==> src/rtl/led_pwm_driver_pkg.sv <==
// rtl/led_pwm_driver_pkg.sv - shared constants for the LED PWM driver
// Contents: write-select codes for the three duty registers and the blink control register.
package led_pwm_driver_pkg;

  localparam logic [1:0] SEL_R     = 2'd0;
  localparam logic [1:0] SEL_G     = 2'd1;
  localparam logic [1:0] SEL_B     = 2'd2;
  localparam logic [1:0] SEL_BLINK = 2'd3;

  localparam int NUM_CH = 3;

endpackage

==> src/rtl/led_pwm_driver_if.sv <==
// rtl/led_pwm_driver_if.sv - CPU write port of the LED PWM driver
// Signals: wr_en (one-clk strobe), wr_sel (register select), wr_data (duty or blink control).
// Modports: master drives the write strobe, slave (the driver) receives it.
interface led_pwm_driver_if #(
  parameter int PWM_BITS = 8
) ();

  logic                wr_en;
  logic [1:0]          wr_sel;
  logic [PWM_BITS-1:0] wr_data;

  modport master (output wr_en, output wr_sel, output wr_data);
  modport slave  (input  wr_en, input  wr_sel, input  wr_data);

endinterface

==> src/rtl/led_pwm_tick.sv <==
// rtl/led_pwm_tick.sv - prescaler producing one PWM step tick every PRESCALE+1 clocks
// Ports: clk, rst (async active-high) in; tick_o out, high on the last clock of each prescale interval.
module led_pwm_tick #(
  parameter int PRESCALE = 47
) (
  input  logic clk,
  input  logic rst,
  output logic tick_o
);

  // A zero prescale still needs a one-bit counter; it simply never leaves 0.
  localparam int W = (PRESCALE > 0) ? $clog2(PRESCALE + 1) : 1;
  localparam logic [W-1:0] LAST = W'(PRESCALE);

  logic [W-1:0] presc_q, presc_d;

  always_comb begin
    tick_o  = (presc_q == LAST);
    presc_d = tick_o ? '0 : presc_q + 1'b1;
  end

  always_ff @(posedge clk or posedge rst) begin
    if (rst) begin
      presc_q <= '0;
    end else begin
      presc_q <= presc_d;
    end
  end

endmodule

==> src/rtl/led_pwm_driver.sv <==
// rtl/led_pwm_driver.sv - three-channel LED PWM driver with period-aligned duty reload and blink gating
// Ports: clk, rst (async active-high) in; wr_if (slave write port) in;
//        period_end out (1-clk pulse when active settings reload); led_r/led_g/led_b out (PWM pins).
module led_pwm_driver
  import led_pwm_driver_pkg::*;
#(
  parameter int PRESCALE   = 47,
  parameter int PWM_BITS   = 8,
  parameter bit ACTIVE_LOW = 1'b0
) (
  input  logic                    clk,
  input  logic                    rst,
  led_pwm_driver_if.slave         wr_if,
  output logic                    period_end,
  output logic                    led_r,
  output logic                    led_g,
  output logic                    led_b
);

  localparam int HB = PWM_BITS - 1;

  logic tick;
  logic wrap;
  logic blink_on;

  logic [PWM_BITS-1:0] pwm_cnt_q, pwm_cnt_d;

  // Pending registers take CPU writes; active registers drive the outputs
  // and are only refreshed on a period wrap so a period is never cut short.
  logic [NUM_CH-1:0][PWM_BITS-1:0] pend_duty_q, pend_duty_d;
  logic [NUM_CH-1:0][PWM_BITS-1:0] act_duty_q, act_duty_d;
  logic                            pend_blink_en_q, pend_blink_en_d;
  logic                            act_blink_en_q, act_blink_en_d;
  logic [HB-1:0]                   pend_half_q, pend_half_d;
  logic [HB-1:0]                   act_half_q, act_half_d;

  logic [HB-1:0]       blink_cnt_q, blink_cnt_d;
  logic                blink_phase_q, blink_phase_d;
  logic [NUM_CH-1:0]   led_q, led_d;
  logic                period_end_q, period_end_d;

  led_pwm_tick #(.PRESCALE(PRESCALE)) u_tick (
    .clk    (clk),
    .rst    (rst),
    .tick_o (tick)
  );

  assign wrap     = tick && (pwm_cnt_q == '1);
  assign blink_on = act_blink_en_q && (act_half_q != '0);

  always_comb begin
    pwm_cnt_d       = tick ? pwm_cnt_q + 1'b1 : pwm_cnt_q;

    pend_duty_d     = pend_duty_q;
    pend_blink_en_d = pend_blink_en_q;
    pend_half_d     = pend_half_q;
    if (wr_if.wr_en) begin
      case (wr_if.wr_sel)
        SEL_R:     pend_duty_d[0] = wr_if.wr_data;
        SEL_G:     pend_duty_d[1] = wr_if.wr_data;
        SEL_B:     pend_duty_d[2] = wr_if.wr_data;
        SEL_BLINK: begin
          pend_blink_en_d = wr_if.wr_data[0];
          pend_half_d     = wr_if.wr_data[PWM_BITS-1:1];
        end
      endcase
    end

    // Loading from the next-state pending values lets a write landing on the
    // wrap edge go straight into the new period.
    act_duty_d     = act_duty_q;
    act_blink_en_d = act_blink_en_q;
    act_half_d     = act_half_q;
    if (wrap) begin
      act_duty_d     = pend_duty_d;
      act_blink_en_d = pend_blink_en_d;
      act_half_d     = pend_half_d;
    end

    // Blink counts completed periods under the settings of the period just ending;
    // the >= compare recovers cleanly when half-period shrinks below the count.
    blink_cnt_d   = blink_cnt_q;
    blink_phase_d = blink_phase_q;
    if (!blink_on) begin
      blink_cnt_d   = '0;
      blink_phase_d = 1'b0;
    end else if (wrap) begin
      if (blink_cnt_q >= act_half_q - 1'b1) begin
        blink_cnt_d   = '0;
        blink_phase_d = ~blink_phase_q;
      end else begin
        blink_cnt_d = blink_cnt_q + 1'b1;
      end
    end

    // Gating also checks blink_on so a stale phase from a just-disabled blink never blanks a clock.
    led_d[0] = (pwm_cnt_q < act_duty_q[0]) && !(blink_phase_q && blink_on);
    led_d[1] = (pwm_cnt_q < act_duty_q[1]) && !(blink_phase_q && blink_on);
    led_d[2] = (pwm_cnt_q < act_duty_q[2]) && !(blink_phase_q && blink_on);

    period_end_d = wrap;
  end

  always_ff @(posedge clk or posedge rst) begin
    if (rst) begin
      pwm_cnt_q       <= '0;
      pend_duty_q     <= '0;
      act_duty_q      <= '0;
      pend_blink_en_q <= 1'b0;
      act_blink_en_q  <= 1'b0;
      pend_half_q     <= '0;
      act_half_q      <= '0;
      blink_cnt_q     <= '0;
      blink_phase_q   <= 1'b0;
      led_q           <= '0;
      period_end_q    <= 1'b0;
    end else begin
      pwm_cnt_q       <= pwm_cnt_d;
      pend_duty_q     <= pend_duty_d;
      act_duty_q      <= act_duty_d;
      pend_blink_en_q <= pend_blink_en_d;
      act_blink_en_q  <= act_blink_en_d;
      pend_half_q     <= pend_half_d;
      act_half_q      <= act_half_d;
      blink_cnt_q     <= blink_cnt_d;
      blink_phase_q   <= blink_phase_d;
      led_q           <= led_d;
      period_end_q    <= period_end_d;
    end
  end

  // Polarity is applied last so the reset value also reads as "off" on the pin.
  assign led_r      = led_q[0] ^ ACTIVE_LOW;
  assign led_g      = led_q[1] ^ ACTIVE_LOW;
  assign led_b      = led_q[2] ^ ACTIVE_LOW;
  assign period_end = period_end_q;

endmodule
==> src/flat_wrapper.sv <==
// flat-port wrapper written by rule: the top's interface ports become plain ports
module led_pwm_driver_flat import led_pwm_driver_pkg::*;
#(
  parameter int PRESCALE   = 47,
  parameter int PWM_BITS   = 8,
  parameter bit ACTIVE_LOW = 1'b0
)
  (clk, rst, period_end, led_r, led_g, led_b, wr_if_wr_en, wr_if_wr_sel, wr_if_wr_data);
  led_pwm_driver_if #(.PWM_BITS(PWM_BITS)) wr_if_i ();
  input  logic clk;
  input  logic rst;
  output logic period_end;
  output logic led_r;
  output logic led_g;
  output logic led_b;
  input wire logic [$bits(wr_if_i.wr_en)-1:0] wr_if_wr_en;
  input wire logic [$bits(wr_if_i.wr_sel)-1:0] wr_if_wr_sel;
  input wire logic [$bits(wr_if_i.wr_data)-1:0] wr_if_wr_data;
  assign wr_if_i.wr_en = wr_if_wr_en;
  assign wr_if_i.wr_sel = wr_if_wr_sel;
  assign wr_if_i.wr_data = wr_if_wr_data;
  led_pwm_driver #(.PRESCALE(PRESCALE), .PWM_BITS(PWM_BITS), .ACTIVE_LOW(ACTIVE_LOW)) u_core (.clk(clk), .rst(rst), .wr_if(wr_if_i), .period_end(period_end), .led_r(led_r), .led_g(led_g), .led_b(led_b));
endmodule
==> config.mk <==
export PLATFORM = sky130hd
export DESIGN_NAME = led_pwm_driver_flat
export DESIGN_NICKNAME = d
export VERILOG_FILES = /design/src/rtl/led_pwm_driver_pkg.sv /design/src/rtl/led_pwm_driver_if.sv /design/src/rtl/led_pwm_tick.sv /design/src/rtl/led_pwm_driver.sv /design/src/flat_wrapper.sv
export SDC_FILE = /design/constraint.sdc
export NUM_CORES = 1
export LEC_CHECK = 0
export CORE_ASPECT_RATIO = 1.1
export CORE_MARGIN = 2
export CORE_UTILIZATION = 65
export DETAILED_ROUTE_END_ITERATION = 7
export HOLD_SLACK_MARGIN = 0.1
export MAX_ROUTING_LAYER = met4
export PLACE_DENSITY = 0.84
export SYNTH_ARGS = -nofsm -noshare
export SYNTH_HDL_FRONTEND = slang
export SYNTH_SLANG_ARGS = --single-unit
==> constraint.sdc <==
create_clock -name clk -period 7.7 [get_ports clk]
set_clock_uncertainty 0.05 [all_clocks]
set_input_delay 0.77 -clock clk [delete_from_list [all_inputs] [get_ports clk]]
set_output_delay 0.77 -clock clk [all_outputs]
set_load 0.01 [all_outputs]
==> flow_summary.yaml, run 1 <==
logic_synthesis:
  synth_area_leaders: "dfrtp_1, mux2_2, ha_1"
  synthArstFlopShare: 1.000
  seq_area_frac_synth: 0.5249
  syn_nets: 405
  yosysTopAreaCell: "dfrtp_1"
  netlist_instances: 359
  ys.flop_type: "dfrtp_1"
  synthesis.area_um2: 4290
  synth_edf_count: 0
  yosys_warnings: 0
  synth_cell_types: 41
  yosysMostFrequentCell: "dfrtp_1"
  synthDominantCellAreaShare: 0.5249
  syn_area_per_cell_um2: 11.95
  synth.ff_latch_count: 90
  synth_common_cells: "dfrtp_1, mux2_2, ha_1"
critical_path:
  crit_buf_inv: 0
  path_class: "flip-flop to flip-flop"
  path_cells: "nor4_1, nand2_1, xnor2_1, ha_1, and3_1, a221o_1, a311oi_2, o21ai_0, o31ai_1"
  cp-end-kind: "flip-flop"
  worstPathRequired_ns: 7.90
  setup.worst_path.start_class: "flip-flop"
  cp_top_family: "compound AO/OA/AOI/OAI gates"
  arrival_ns: 3.51
  slowest_stage: "a311oi_2"
  cp_slowest_stage_delay_ns: 0.53
  path_max_fanout: 9
placement:
  port_buffers: 16
  dp.final_hpwl_mm: 5.508
  dp_cells: 452
  place.gp.congestion: 0.7742
sta:
  setup_viol: 0
  hold_viol_final: 0
  post-route-period-util: 0.4302
  rsz0062_at_grt: "no"
  period_minus_slack_ns: 3.313
  relSlewSlack: 0.2683
  fin_tns_setup_ns: 0
  report.final.slew_viol_count: 0
  worst_slew_pin_slew_ns: 1.098
  max_clock_freq_mhz: 301.9
cts:
  clk_latency_ns: 0.36
  post-cts-setup-buffer-count: 0
  ctsHoldBuffers: 0
  cts_buffer_depth: 2
  cts_tree: "done"
  clkTransAtPathRegs_ns: 0.09
  post_cts_resized: 0
  numCtsBuffers: 9
  htreeDepth: 3
  clockRootBuffer: "clkbuf_8"
  cts.sinks: 90
layout:
  layout-drive-gt1-share: 0.1839
  nets: 427
  final_cells: 468
  areaGrowthSynthToFinish_pct: 10.97
  diodes: 0
floorplanning:
  die_height_um: 89.21
  core_area_um2: 6477
  io_pins: 17
  start_util: 0.6624
  dieArea_um2: 7267
  die_x_um: 81.46
  fp-row-count: 31
power_and_ir_drop:
  p_sw_frac: 0.2326
  internal-power_uw: 749.9
  clkPwrFrac: 0.372
  netSwitchingPower_uw: 227.3
  p_leak_nw: 2.286
  ir_drop_uv: 181.3
  pwr-share-comb: 0.095
  pwr-share-seq: 0.532
  p_per_area_nw_per_um2: 205.2
global_routing:
  overflow: 0
  track_usage: 0.2581
  antenna_found_initial: 0
  first_global_vias: 2782
  grt_max_degree: 91
  grt_pass1_wl_mm: 13.26
routing:
  wl_met2_mm: 4.106
  routed.top_layer: "met4"
  route.met3.wl_um: 169
  vias: 2713
  wl_per_cell_um: 17.10
  viasPerCell: 5.797
  wl_mm: 8.002
  drt_iter0_drc: 138
  drc_errors: 0
  antenna_left: 0
  wl_met1_mm: 3.592
  drt-pass1-iter-count: 4
flow_run:
  maxCapViolCount: 0
worst_hold_path:
  hold_class: "flip-flop to flip-flop"
outcome:
  status: "finished, final reports clean"
[metrics by stage]
step	utilization	total power [mW]	hold WS [ns]	area, um2	setup slack, ns
after floorplan	-	0.5906	0.4180	4290	4.545
after global placement	0.7000	0.6163	0.4271	4534	4.573
after detailed placement	0.7000	0.6225	0.4334	4534	4.466
after CTS	0.7350	0.9829	0.4549	4761	4.393
after global routing	0.7350	1.018	0.4712	4761	4.128
final	0.7350	0.9771	0.4510	4761	4.387
[logic make-up (layout without fill, tap and decap cells)]
group	Yosys count	after routing	share of synthesized area
AOI/OAI and AO/OA	65	65	0.1015
xor gates and xnor gates	14	14	0.02858
adders and majority gates	33	33	0.09624
buffers and inverters	35	62	0.03266
DFF	90	90	0.5249
muxes	47	47	0.1234
and+or+nand+nor	75	75	0.09273
[worst paths after layout]
check / startpoint / endpoint / slack [ns] / cells after the start
setup / recovery: u_core.act_half_q[2] / u_core.blink_cnt_q[4] / 4.39 / 9
hold / removal: u_core.pend_duty_q[16] / u_core.pend_duty_q[16] / 0.45 / 1
setup reg to reg: u_core.act_half_q[2] / u_core.blink_cnt_q[4] / 4.39 / 9
hold reg to reg: u_core.pend_duty_q[16] / u_core.pend_duty_q[16] / 0.45 / 1
max in group asynchronous: rst / u_core.act_duty_q[0] / 5.86 / 3
min in group asynchronous: rst / u_core.pend_half_q[2] / 1.00 / 3
[power by group through the flow]
stage | Sequential (mW) | Combinational [mW] | Clock [mW]
floorplan | 0.527 | 0.0638 | 0
global placement | 0.527 | 0.0892 | 0
detailed placement | 0.530 | 0.0929 | 0
CTS | 0.520 | 0.0939 | 0.369
global route | 0.524 | 0.104 | 0.390
finish | 0.520 | 0.0930 | 0.364
[cell usage in the layout, fill, tap and decap left out, types with 10 or more instances in the layout]
master,count
inv_1,27
dfrtp_1,90
a21oi_1,25
nand2_1,15
clkdlybuf4s50_1,16
a21o_1,14
mux2_2,47
nor2_1,23
clkbuf_8,10
ha_1,33
[state kept, by name, summed over array words and instances, names as in the netlist, 3 cells and up]
signal                 cells
u_core.act_duty_q         24
u_core.pend_duty_q        24
u_core.pwm_cnt_q           8
u_core.act_half_q          7
u_core.blink_cnt_q         7
u_core.pend_half_q         7
u_core.u_tick.presc_q      6
u_core.led_q               3
[metal layers]
metal  GRT usage  vias up
met2      0.4314       26
met5           -        -
met3     0.05051       10
met1      0.3095     1369
met4      0.1002        0
li1            -     1308
[layout make-up]
| cell class | instances | area, um2 |
|---|---|---|
| Sequential cell | 90 | 2252 |
| Fill cell | 441 | 1717 |
| Clock inverter | 5 | 85.08 |
| Multi-Input combinational cell | 234 | 1898 |
| Inverter | 28 | 106.4 |
| Tap cell | 82 | 102.6 |
| Timing Repair Buffer | 18 | 175.2 |
| Clock buffer | 11 | 141.4 |
No activity file was read; power rests on OpenSTA's default activity.
==> inputs of run 2 (changes only) <==
--- a/config.mk
+++ b/config.mk
@@ -7,11 +7,11 @@
 export LEC_CHECK = 0
 export CORE_ASPECT_RATIO = 1.1
 export CORE_MARGIN = 2
-export CORE_UTILIZATION = 65
+export CORE_UTILIZATION = 55
 export DETAILED_ROUTE_END_ITERATION = 7
 export HOLD_SLACK_MARGIN = 0.1
 export MAX_ROUTING_LAYER = met4
-export PLACE_DENSITY = 0.84
+export PLACE_DENSITY = 0.76
 export SYNTH_ARGS = -nofsm -noshare
 export SYNTH_HDL_FRONTEND = slang
 export SYNTH_SLANG_ARGS = --single-unit
==> constraint.sdc (replaced) <==
create_clock -name clk -period 2.85 [get_ports clk]
set_clock_uncertainty 0.05 [all_clocks]
set_input_delay 0.285 -clock clk [delete_from_list [all_inputs] [get_ports clk]]
set_output_delay 0.285 -clock clk [all_outputs]
set_load 0.01 [all_outputs]
==> flow_summary.yaml, run 2 (synthesis gave the netlist of run 1 again) <==
outcome:
  status: "finished, final reports clean"
cts:
  clk_latency_ns: 0.35
  cts.sinks: 90
  ctsHoldBuffers: 0
  cts_buffer_depth: 2
  cts_tree: "done"
  clockRootBuffer: "clkbuf_8"
  htreeDepth: 3
  clkTransAtPathRegs_ns: 0.08
  numCtsBuffers: 9
sta:
  worst_slew_pin_slew_ns: 0.5654
  period_minus_slack_ns: 2.684
  report.final.slew_viol_count: 0
  setup_viol: 0
  max_clock_freq_mhz: 372.6
  hold_viol_final: 0
  post-route-period-util: 0.9417
  relSlewSlack: 0.6219
floorplanning:
  die_height_um: 96.63
  io_pins: 17
  dieArea_um2: 8524
  start_util: 0.5709
  core_area_um2: 7515
  fp-row-count: 33
  die_x_um: 88.21
flow_run:
  maxCapViolCount: 0
global_routing:
  first_global_vias: 2937
  antenna_found_initial: 0
  track_usage: 0.2136
  grt_max_degree: 91
  grt_pass1_wl_mm: 13.76
  overflow: 0
critical_path:
  crit_buf_inv: 0
  setup.worst_path.start_class: "flip-flop"
  cp-end-kind: "flip-flop"
  slowest_stage: "dfrtp_2"
  path_max_fanout: 5
  cp_slowest_stage_delay_ns: 0.47
  path_cells: "nor4_4, nand2_1, xnor2_1, ha_1, and3_1, a221o_1, a311oi_4, o21ai_2, o31ai_1"
  path_class: "flip-flop to flip-flop"
  worstPathRequired_ns: 3.06
  arrival_ns: 2.89
  cp_top_family: "compound AO/OA/AOI/OAI gates"
placement:
  dp_cells: 481
  dp.final_hpwl_mm: 5.602
  place.gp.congestion: 0.8675
  port_buffers: 16
layout:
  nFillCells: 597
  final_common_cell: "dfrtp_1"
  layout-drive-gt1-share: 0.2097
  nets: 433
  final_cells: 496
  diodes: 0
  mostFrequentLayoutCells: "dfrtp_1, mux2_2, ha_1"
  areaGrowthSynthToFinish_pct: 13.39
  top_regs: "u_core.act_duty_q: 24 flops, u_core.pend_duty_q: 24 flops, u_core.pwm_cnt_q: 8 flops"
routing:
  drc_errors: 0
  vias: 2720
  viasPerCell: 5.484
  wl_per_cell_um: 15.92
  wl_mm: 7.897
  antenna_left: 0
  drt_iter0_drc: 166
  drt-pass1-iter-count: 4
power_and_ir_drop:
  ir_drop_uv: 445.8
  p_total_mw: 2.521
  p_per_area_nw_per_um2: 518.3
  p_leak_nw: 2.312
worst_hold_path:
  hold_class: "input port to async pin"
-- run 2: cell count changes in the layout (fill, tap and decap cells not counted), sizes merged --
cell      previous run  this run
inv                 28        27
bufinv               2         1
buf                  2         8
clkinv               2         1
clkinvlp             1         3
-- run 2: path summary, 6_finish.rpt --
check                                         end  slack, ns  cells after the start                    from
setup / recovery            u_core.blink_cnt_q[4]       0.17                      9    u_core.act_half_q[2]
hold / removal              u_core.pend_half_q[4]       0.30                      3                     rst
setup reg to reg            u_core.blink_cnt_q[4]       0.17                      9    u_core.act_half_q[2]
hold reg to reg            u_core.pend_duty_q[16]       0.45                      1  u_core.pend_duty_q[16]
max in group asynchronous    u_core.act_half_q[2]       2.09                      3                     rst
min in group clk           u_core.pend_duty_q[16]       0.45                      1  u_core.pend_duty_q[16]
-- run 2: timing repair --
| item | CTS | global route |
|---|---|---|
| setup endpoints to repair | 3 | 6 |
| setup buffers | 0 | 0 |
| gates resized for setup | 3 | 6 |
| endpoints found under the hold margin | 0 | 0 |
| pin swaps | 0 | 1 |
| gates cloned | 0 | 0 |
-- run 2: final cells by class --
cell class | count | area (um2) | share of cell area
flip-flops and latches | 90 | 2253 | 0.4632
multi-input cells | 234 | 1943 | 0.3994
repair buffers | 24 | 236.5 | 0.04861
clock buffers | 11 | 141.4 | 0.02906
well taps | 105 | 131.4 | 0.02701
inverters | 28 | 106.4 | 0.02186
clock inverters | 4 | 52.55 | 0.01080
-- run 2: tightest hold or removal path, cell delays in order --
cell             delay, ns
clkdlybuf4s50_1       0.42
clkinv_2              0.07
buf_12                0.37
-- run 2: routing by layer --
metal	global-route usage	part of all wire	up-vias
met5	-	0	-
met4	0.08858	0.029	0
met3	0.03413	0.020	19
met2	0.3279	0.51	33
met1	0.2827	0.44	1354
li1	-	-	1314
-- run 2: report_power, final --
group          internal (mW)  total, mW  switching [mW]
combinational          0.133      0.258           0.125
clock                  0.425      0.857           0.433
sequential              1.38       1.41          0.0287
total                   1.93       2.52           0.587
-- run 2: through the flow --
stage          utilization  TNS [ns]  setup slack, ns  hold WS [ns]  instance area, um2
2_1_floorplan            -         0         0.002373        0.3993                4302
3_3_place_gp        0.6164         0          0.07760        0.4247                4632
3_5_place_dp        0.6164   -0.1024         -0.05633        0.4289                4632
4_1_cts             0.6437         0          0.06147        0.3353                4837
5_1_grt             0.6474  -0.01696        -0.008852        0.3475                4865
6_report            0.6474         0           0.1661        0.2989                4865
